### src/rtl/adder_axil_pkg.sv
// Shared register map, response codes and state/error encodings for the
// adder_amba AXI4-Lite command driver.
package adder_axil_pkg;

  localparam logic [31:0] ADDR_R0   = 32'h0000_0000;
  localparam logic [31:0] ADDR_R1   = 32'h0000_0004;
  localparam logic [31:0] ADDR_R2   = 32'h0000_0008;
  localparam logic [31:0] ADDR_CTRL = 32'h0000_000C;

  localparam int CTRL_START_BIT  = 0;
  localparam int CTRL_OP_BIT     = 1;
  localparam int STATUS_DONE_BIT = 31;

  localparam logic [1:0] RESP_OKAY = 2'b00;

  typedef enum logic [1:0] {
    ERR_NONE    = 2'b00,
    ERR_RESP    = 2'b01,
    ERR_TIMEOUT = 2'b10
  } err_e;

  typedef enum logic [2:0] {
    ST_IDLE,
    ST_WR_A,
    ST_WR_B,
    ST_WR_CTRL,
    ST_POLL,
    ST_GAP,
    ST_RD_RES,
    ST_FIN
  } state_e;

  // Control word that launches one operation: start bit plus op select.
  function automatic logic [31:0] ctrl_word(input logic op);
    ctrl_word = '0;
    ctrl_word[CTRL_START_BIT] = 1'b1;
    ctrl_word[CTRL_OP_BIT]    = op;
  endfunction

endpackage

### src/rtl/adder_axil_driver_xfer.sv
// Single-transaction AXI4-Lite engine: one read or one write per req, never
// overlapped. ack is a one-cycle strobe on the B or R handshake cycle.
module axil_single_xfer import adder_axil_pkg::*; #(
  parameter int         AW   = 32,
  parameter int         DW   = 32,
  parameter logic [2:0] PROT = 3'b000
) (
  input  logic          clk,
  input  logic          rst_n,
  input  logic          req,
  input  logic          we,
  input  logic [AW-1:0] addr,
  input  logic [DW-1:0] wdata,
  output logic          busy,
  output logic          ack,
  output logic [DW-1:0] rdata,
  output logic [1:0]    resp,
  output logic [AW-1:0] m_awaddr,
  output logic [2:0]    m_awprot,
  output logic          m_awvalid,
  input  logic          m_awready,
  output logic [DW-1:0] m_wdata,
  output logic [DW/8-1:0] m_wstrb,
  output logic          m_wvalid,
  input  logic          m_wready,
  input  logic [1:0]    m_bresp,
  input  logic          m_bvalid,
  output logic          m_bready,
  output logic [AW-1:0] m_araddr,
  output logic [2:0]    m_arprot,
  output logic          m_arvalid,
  input  logic          m_arready,
  input  logic [DW-1:0] m_rdata,
  input  logic [1:0]    m_rresp,
  input  logic          m_rvalid,
  output logic          m_rready
);

  // Handshake rule: every VALID is held with stable payload until its READY
  // is sampled high; BREADY/RREADY stay high from issue until the response
  // VALID is seen. The VALID/READY registers double as the pending flags.
  always_ff @(posedge clk) begin
    if (!rst_n) begin
      m_awvalid <= 1'b0;
      m_wvalid  <= 1'b0;
      m_bready  <= 1'b0;
      m_arvalid <= 1'b0;
      m_rready  <= 1'b0;
      m_awaddr  <= '0;
      m_wdata   <= '0;
      m_araddr  <= '0;
    end else if (req && !busy) begin
      if (we) begin
        m_awvalid <= 1'b1;
        m_wvalid  <= 1'b1;
        m_bready  <= 1'b1;
        m_awaddr  <= addr;
        m_wdata   <= wdata;
      end else begin
        m_arvalid <= 1'b1;
        m_rready  <= 1'b1;
        m_araddr  <= addr;
      end
    end else begin
      if (m_awvalid && m_awready) m_awvalid <= 1'b0;
      if (m_wvalid && m_wready)   m_wvalid  <= 1'b0;
      if (m_bready && m_bvalid)   m_bready  <= 1'b0;
      if (m_arvalid && m_arready) m_arvalid <= 1'b0;
      if (m_rready && m_rvalid)   m_rready  <= 1'b0;
    end
  end

  assign busy     = m_awvalid | m_wvalid | m_bready | m_arvalid | m_rready;
  assign ack      = (m_bready & m_bvalid) | (m_rready & m_rvalid);
  assign rdata    = m_rdata;
  assign resp     = m_bready ? m_bresp : m_rresp;
  assign m_wstrb  = '1;
  assign m_awprot = PROT;
  assign m_arprot = PROT;

endmodule

### src/rtl/adder_axil_driver.sv
// Runs one full adder_amba computation per i_start: write r0, r1, ctrl, poll
// status, read r2; reports result and error code with a one-cycle o_done.
module adder_axil_driver import adder_axil_pkg::*; #(
  parameter int                          C_M_AXI_ADDR_WIDTH = 32,
  parameter int                          C_M_AXI_DATA_WIDTH = 32,
  parameter logic [C_M_AXI_ADDR_WIDTH-1:0] C_BASE_ADDR      = '0,
  parameter logic [2:0]                  C_AXI_PROT         = 3'b000,
  parameter int                          C_POLL_MAX         = 16,
  parameter int                          C_POLL_GAP         = 2
) (
  input  logic                            S_AXI_ACLK,
  input  logic                            S_AXI_ARESETN,
  input  logic                            i_start,
  input  logic                            i_op,
  input  logic [C_M_AXI_DATA_WIDTH-1:0]   i_a,
  input  logic [C_M_AXI_DATA_WIDTH-1:0]   i_b,
  output logic                            o_busy,
  output logic                            o_done,
  output logic [C_M_AXI_DATA_WIDTH-1:0]   o_result,
  output logic [1:0]                      o_err,
  output logic [2:0]                      dbg_state,
  output logic [C_M_AXI_ADDR_WIDTH-1:0]   M_AXI_AWADDR,
  output logic [2:0]                      M_AXI_AWPROT,
  output logic                            M_AXI_AWVALID,
  input  logic                            M_AXI_AWREADY,
  output logic [C_M_AXI_DATA_WIDTH-1:0]   M_AXI_WDATA,
  output logic [C_M_AXI_DATA_WIDTH/8-1:0] M_AXI_WSTRB,
  output logic                            M_AXI_WVALID,
  input  logic                            M_AXI_WREADY,
  input  logic [1:0]                      M_AXI_BRESP,
  input  logic                            M_AXI_BVALID,
  output logic                            M_AXI_BREADY,
  output logic [C_M_AXI_ADDR_WIDTH-1:0]   M_AXI_ARADDR,
  output logic [2:0]                      M_AXI_ARPROT,
  output logic                            M_AXI_ARVALID,
  input  logic                            M_AXI_ARREADY,
  input  logic [C_M_AXI_DATA_WIDTH-1:0]   M_AXI_RDATA,
  input  logic [1:0]                      M_AXI_RRESP,
  input  logic                            M_AXI_RVALID,
  output logic                            M_AXI_RREADY
);

  localparam int AW = C_M_AXI_ADDR_WIDTH;
  localparam int DW = C_M_AXI_DATA_WIDTH;
  localparam logic [AW-1:0] A_R0   = C_BASE_ADDR + AW'(ADDR_R0);
  localparam logic [AW-1:0] A_R1   = C_BASE_ADDR + AW'(ADDR_R1);
  localparam logic [AW-1:0] A_R2   = C_BASE_ADDR + AW'(ADDR_R2);
  localparam logic [AW-1:0] A_CTRL = C_BASE_ADDR + AW'(ADDR_CTRL);

  state_e        state, state_n;
  err_e          fin_err;
  logic [DW-1:0] a_q, b_q;
  logic          op_q;
  logic [15:0]   poll_cnt, gap_cnt;

  logic          x_req, x_we, x_busy, x_ack;
  logic [AW-1:0] x_addr;
  logic [DW-1:0] x_wdata, x_rdata;
  logic [1:0]    x_resp;
  logic          resp_ok;

  assign resp_ok = (x_resp == RESP_OKAY);

  always_ff @(posedge S_AXI_ACLK) begin
    if (!S_AXI_ARESETN) state <= ST_IDLE;
    else                state <= state_n;
  end

  // Each bus state raises x_req only while the engine is idle, so exactly one
  // transaction is issued per state visit; x_ack moves the FSM on.
  always_comb begin
    state_n = state;
    x_req   = 1'b0;
    x_we    = 1'b0;
    x_addr  = A_CTRL;
    x_wdata = '0;
    fin_err = ERR_NONE;
    unique case (state)
      ST_IDLE: if (i_start) state_n = ST_WR_A;
      ST_WR_A: begin
        x_req = !x_busy; x_we = 1'b1; x_addr = A_R0; x_wdata = a_q;
        if (x_ack) state_n = ST_WR_B;
      end
      ST_WR_B: begin
        x_req = !x_busy; x_we = 1'b1; x_addr = A_R1; x_wdata = b_q;
        if (x_ack) state_n = ST_WR_CTRL;
      end
      ST_WR_CTRL: begin
        x_req = !x_busy; x_we = 1'b1; x_addr = A_CTRL; x_wdata = DW'(ctrl_word(op_q));
        if (x_ack) state_n = ST_POLL;
      end
      ST_POLL: begin
        x_req = !x_busy; x_addr = A_CTRL;
        if (x_ack) begin
          if (x_rdata[STATUS_DONE_BIT]) state_n = ST_RD_RES;
          else if (poll_cnt + 16'd1 == 16'(C_POLL_MAX)) begin
            state_n = ST_FIN;
            fin_err = ERR_TIMEOUT;
          end else if (C_POLL_GAP == 0) state_n = ST_POLL;
          else state_n = ST_GAP;
        end
      end
      ST_GAP: if (gap_cnt == 16'(C_POLL_GAP - 1)) state_n = ST_POLL;
      ST_RD_RES: begin
        x_req = !x_busy; x_addr = A_R2;
        if (x_ack) state_n = ST_FIN;
      end
      ST_FIN: state_n = ST_IDLE;
    endcase
    // A non-OKAY response on any step overrides the normal successor.
    if (x_ack && !resp_ok) begin
      state_n = ST_FIN;
      fin_err = ERR_RESP;
    end
  end

  always_ff @(posedge S_AXI_ACLK) begin
    if (!S_AXI_ARESETN) begin
      a_q      <= '0;
      b_q      <= '0;
      op_q     <= 1'b0;
      poll_cnt <= '0;
      gap_cnt  <= '0;
      o_result <= '0;
      o_err    <= ERR_NONE;
    end else begin
      if (state == ST_IDLE && i_start) begin
        a_q  <= i_a;
        b_q  <= i_b;
        op_q <= i_op;
      end
      if (state == ST_IDLE) poll_cnt <= '0;
      else if (state == ST_POLL && x_ack && resp_ok && !x_rdata[STATUS_DONE_BIT])
        poll_cnt <= poll_cnt + 16'd1;
      gap_cnt <= (state == ST_GAP) ? gap_cnt + 16'd1 : 16'd0;
      if (state == ST_RD_RES && x_ack && resp_ok) o_result <= x_rdata;
      if (state_n == ST_FIN && state != ST_FIN) o_err <= fin_err;
    end
  end

  assign o_busy    = (state != ST_IDLE);
  assign o_done    = (state == ST_FIN);
  assign dbg_state = state;

  axil_single_xfer #(.AW(AW), .DW(DW), .PROT(C_AXI_PROT)) u_xfer (
    .clk       (S_AXI_ACLK),
    .rst_n     (S_AXI_ARESETN),
    .req       (x_req),
    .we        (x_we),
    .addr      (x_addr),
    .wdata     (x_wdata),
    .busy      (x_busy),
    .ack       (x_ack),
    .rdata     (x_rdata),
    .resp      (x_resp),
    .m_awaddr  (M_AXI_AWADDR),
    .m_awprot  (M_AXI_AWPROT),
    .m_awvalid (M_AXI_AWVALID),
    .m_awready (M_AXI_AWREADY),
    .m_wdata   (M_AXI_WDATA),
    .m_wstrb   (M_AXI_WSTRB),
    .m_wvalid  (M_AXI_WVALID),
    .m_wready  (M_AXI_WREADY),
    .m_bresp   (M_AXI_BRESP),
    .m_bvalid  (M_AXI_BVALID),
    .m_bready  (M_AXI_BREADY),
    .m_araddr  (M_AXI_ARADDR),
    .m_arprot  (M_AXI_ARPROT),
    .m_arvalid (M_AXI_ARVALID),
    .m_arready (M_AXI_ARREADY),
    .m_rdata   (M_AXI_RDATA),
    .m_rresp   (M_AXI_RRESP),
    .m_rvalid  (M_AXI_RVALID),
    .m_rready  (M_AXI_RREADY)
  );

endmodule

### config.mk
export PLATFORM = sky130hd
export DESIGN_NAME = adder_axil_driver
export DESIGN_NICKNAME = d
export VERILOG_FILES = /design/src/rtl/adder_axil_pkg.sv /design/src/rtl/adder_axil_driver_xfer.sv /design/src/rtl/adder_axil_driver.sv
export SDC_FILE = /design/constraint.sdc
export NUM_CORES = 1
export LEC_CHECK = 0
export CAP_MARGIN = 20
export CELL_PAD_IN_SITES_DETAIL_PLACEMENT = 0
export CELL_PAD_IN_SITES_GLOBAL_PLACEMENT = 1
export CORE_AREA = 5 5 153 155
export CTS_BUF_LIST = sky130_fd_sc_hd__clkbuf_2 sky130_fd_sc_hd__clkbuf_4 sky130_fd_sc_hd__clkbuf_8
export CTS_CLUSTER_DIAMETER = 50
export DETAILED_ROUTE_END_ITERATION = 10
export DIE_AREA = 0 0 158 160
export DONT_BUFFER_PORTS = 1
export PLACE_DENSITY = 0.71
export SYNTH_ARGS = -nofsm -noshare
export SYNTH_HDL_FRONTEND = slang
export SYNTH_SLANG_ARGS = --single-unit
### constraint.sdc
create_clock -name S_AXI_ACLK -period 3.3 [get_ports S_AXI_ACLK]
set_input_delay 0.33 -clock S_AXI_ACLK [delete_from_list [all_inputs] [get_ports S_AXI_ACLK]]
set_output_delay 0.33 -clock S_AXI_ACLK [all_outputs]
set_load 0.02 [all_outputs]
==> flow_summary_export.csv <==
group,metric,value,unit
outcome,outcome,"completed",
clocking,clk_pin_slew,0.09,ns
worst_setup_path,startpoint,"poll_cnt[0]$_SDFFE_PP0P_",
final_layout,final_nets,1113,
final_layout,final_cell_mix,"nand2_1 (226), dfxtp_1 (175), a21oi_1 (113)",
placed_design,gp_congestion,0.791,
placed_design,place_hpwl,13700,um
worst_setup_path,critPathMaxFanout,6,
die,initial_utilization,34.5,%
sta,relSlewSlack,46.4,%
clocking,cts_buffers,17,
drt,routedWlPerCell,16.0,um
logic_synthesis,synthDistinctLibCells,51,
sta,skew,0.0197,ns
worst_setup_path,cp.arrival,3.04,ns
drt,drtAntennaViolNets,0,
min_path,hold_path_class,"in -> reg",
logic_synthesis,netlist_area,7470,um^2
sta,setup_viol,0,
final_layout,multi_input_area,3440,um^2
power,powerDensity,716,nW/um^2
logic_synthesis,synth.yosys.warnings,0,
grt,grt_usage,15.9,%
sta,slew_viol_final,0,
logic_synthesis,synthFlopType,"dfxtp_1",
worst_setup_path,end_kind,"flop",
worst_setup_path,worst_ep_required_time,3.64,ns
grt,grt_pass1_wl,32500,um
logic_synthesis,yosysSeqAreaShare,46.9,%
worst_setup_path,worstSetupPathType,"reg -> reg",
sta,fin_crit,2.70,ns
worst_setup_path,r2r_slack,0.60,ns
die,pin_count,259,
drt,viasPerCell,4.84,
drt,drtIter0Drc,404,
die,die_area,25300,um^2
final_layout,drive_above_1_share,5.43,%
job,max-cap-violations,0,
worst_setup_path,critPathLaunchType,"flop",
power,peakVddDrop,388,uV
clocking,clockRootBuffer,"clkbuf_8",
sta,rsz0062_at_grt,"no",
power,power_leakage,3.19,nW
grt,grt_max_degree,73,
clocking,cts.htree.levels,4,
logic_synthesis,ys_seq_elements,175,
drt,via_count,6267,
die,core_area,21700,um^2
placed_design,port_buffers,0,
die,rows,54,
clocking,clock_latency,0.46,ns
min_path,worstHoldStart,"i_b[19]",
placed_design,placed_cells,1170,
drt,drt-total-wl,20700,um
sta,period_share,81.7,%
final_layout,layout.cells.non_filler,1294,
logic_synthesis,syn_avg_cell_area,7.95,um^2
sta,tightest_slew,0.804,ns
sta,fin_setup_tns,0,ns
die,die_h,160,um
sta,timing.hold.ws,0.0367,ns
drt,first_pass_iters,5,
clocking,cts.sinks,175,
grt,first_global_vias,6137,
logic_synthesis,ys_async_sr_fraction,0,%
final_layout,nFillCells,2256,
die,die_x,158,um
sta,finalHoldViolations,0,
final_layout,area_growth,17.1,%
drt,drc,0,
clocking,cts_tree,"built",
final_layout,seq_area,3500,um^2
grt,antenna_found_initial,1,
final_layout,layout_commonest_cell,"nand2_1",
worst_setup_path,r2r-start,"poll_cnt[0]$_SDFFE_PP0P_",
logic_synthesis,postSynthCellCount,940,
logic_synthesis,synth_edf_count,0,
clocking,clockBufferDepth,2,
sta,max_freq,371,MHz
grt,grt_overflow_total,0,
[final cells by class]
class                           count  area share (%)
Sequential cell                   175            40.0
Multi-Input combinational cell    693            39.3
Timing Repair Buffer              104            11.8
Tap cell                          280            4.00
Clock buffer                       18            2.76
Clock inverter                     14            1.72
Inverter                            9           0.415
Antenna cell                        1          0.0286
[synth_stat cells, drive strengths merged (2+ instances only)]
master | number | area share, %
o21ai | 7 | 0.47
and4 | 3 | 0.35
clkbuf | 54 | 2.7
nor3 | 40 | 2.7
nand4 | 11 | 1.2
and2 | 2 | 0.17
a22oi | 2 | 0.20
buf | 77 | 7.7
inv | 8 | 0.40
nand2 | 227 | 11
nand3 | 16 | 1.1
a21oi | 113 | 7.6
nor2 | 88 | 4.4
nand2b | 8 | 0.67
dfxtp | 175 | 47
xnor2 | 9 | 1.1
nor4 | 6 | 0.59
a211oi | 2 | 0.20
o21a | 2 | 0.20
a31oi | 6 | 0.50
and3 | 4 | 0.33
mux2i | 2 | 0.27
or3 | 3 | 0.25
xor2 | 20 | 2.3
a221oi | 30 | 3.5
nand4b | 2 | 0.23
conb | 2 | 0.10
ha | 4 | 0.67
[cell families (layout without fill, tap and decap cells)]
kind of cell	after synthesis	count (layout)	synth area share (%)
compound gates	173	173	14.0
mux	2	2	0.268
buf+inv	140	145	10.8
xor+xnor	29	29	3.40
other cells	2	71	0.100
fa+ha+maj	4	4	0.670
simple gates	415	415	23.9
flops	175	175	46.9
[flip-flops by register name, indices dropped and copies added (netlist names)]
name / cells
op_q: 1
dbg_state: 3
u_xfer.m_arvalid: 1
poll_cnt: 16
u_xfer.m_bready: 1
a_q: 32
b_q: 32
gap_cnt: 16
o_result: 32
o_err: 2
u_xfer.m_awaddr: 2
u_xfer.m_wdata: 32
u_xfer.m_wvalid: 1
u_xfer.m_rready: 1
u_xfer.m_araddr: 2
u_xfer.m_awvalid: 1
[through the flow]
step	total power, mW	worst slack (ns)	instance area (um^2)	utilization (%)
2_1_floorplan	4.25	0.922	7730	-
3_3_place_gp	4.73	0.777	7450	34.3
3_5_place_dp	4.76	0.658	7450	34.3
4_1_cts	6.38	0.622	8750	40.3
5_1_grt	6.70	0.416	8750	40.4
6_report	6.26	0.605	8750	40.4
[per-layer routing]
| layer | vias up | track usage, % | routed length, um |
|---|---|---|---|
| met5 | - | 0 | 0 |
| met4 | 0 | 4.03 | 185 |
| met3 | 12 | 5.22 | 1730 |
| met2 | 219 | 25.9 | 9870 |
| met1 | 2894 | 20.3 | 8940 |
| li1 | 3142 | - | - |
[power breakdown]
part	switching (mW)	total (mW)	leakage (nW)	internal (mW)
sequential	0.547	3.02	1.42	2.47
clock	0.867	1.50	0.194	0.636
combinational	1.15	1.74	1.57	0.593
[worst max-delay path, cell delays in order (launching register included)]
cell and delay (ns):
dfxtp_1 0.38, ha_1 0.30, nand4_2 0.18, nor2_1 0.10, a2111o_1 0.41, a211o_1 0.31
nor4bb_1 0.35, a31oi_1 0.19, a311o_1 0.37
[what timing repair did]
item | 4_1_cts | 5_1_grt
gates resized for setup | 0 | 0
setup buffers | 0 | 0
hold buffers | 91 | 0
endpoints found under the hold margin | 90 | 0
[final timing paths]
check                          endpoint  cells after the start
setup / recovery  o_err[1]$_SDFFE_PN0P_                      8
hold / removal     b_q[19]$_SDFFE_PN0P_                      2
setup reg to reg  o_err[1]$_SDFFE_PN0P_                      8
hold reg to reg     b_q[2]$_SDFFE_PN0P_                      2
No activity file was read; power rests on OpenSTA's default activity.
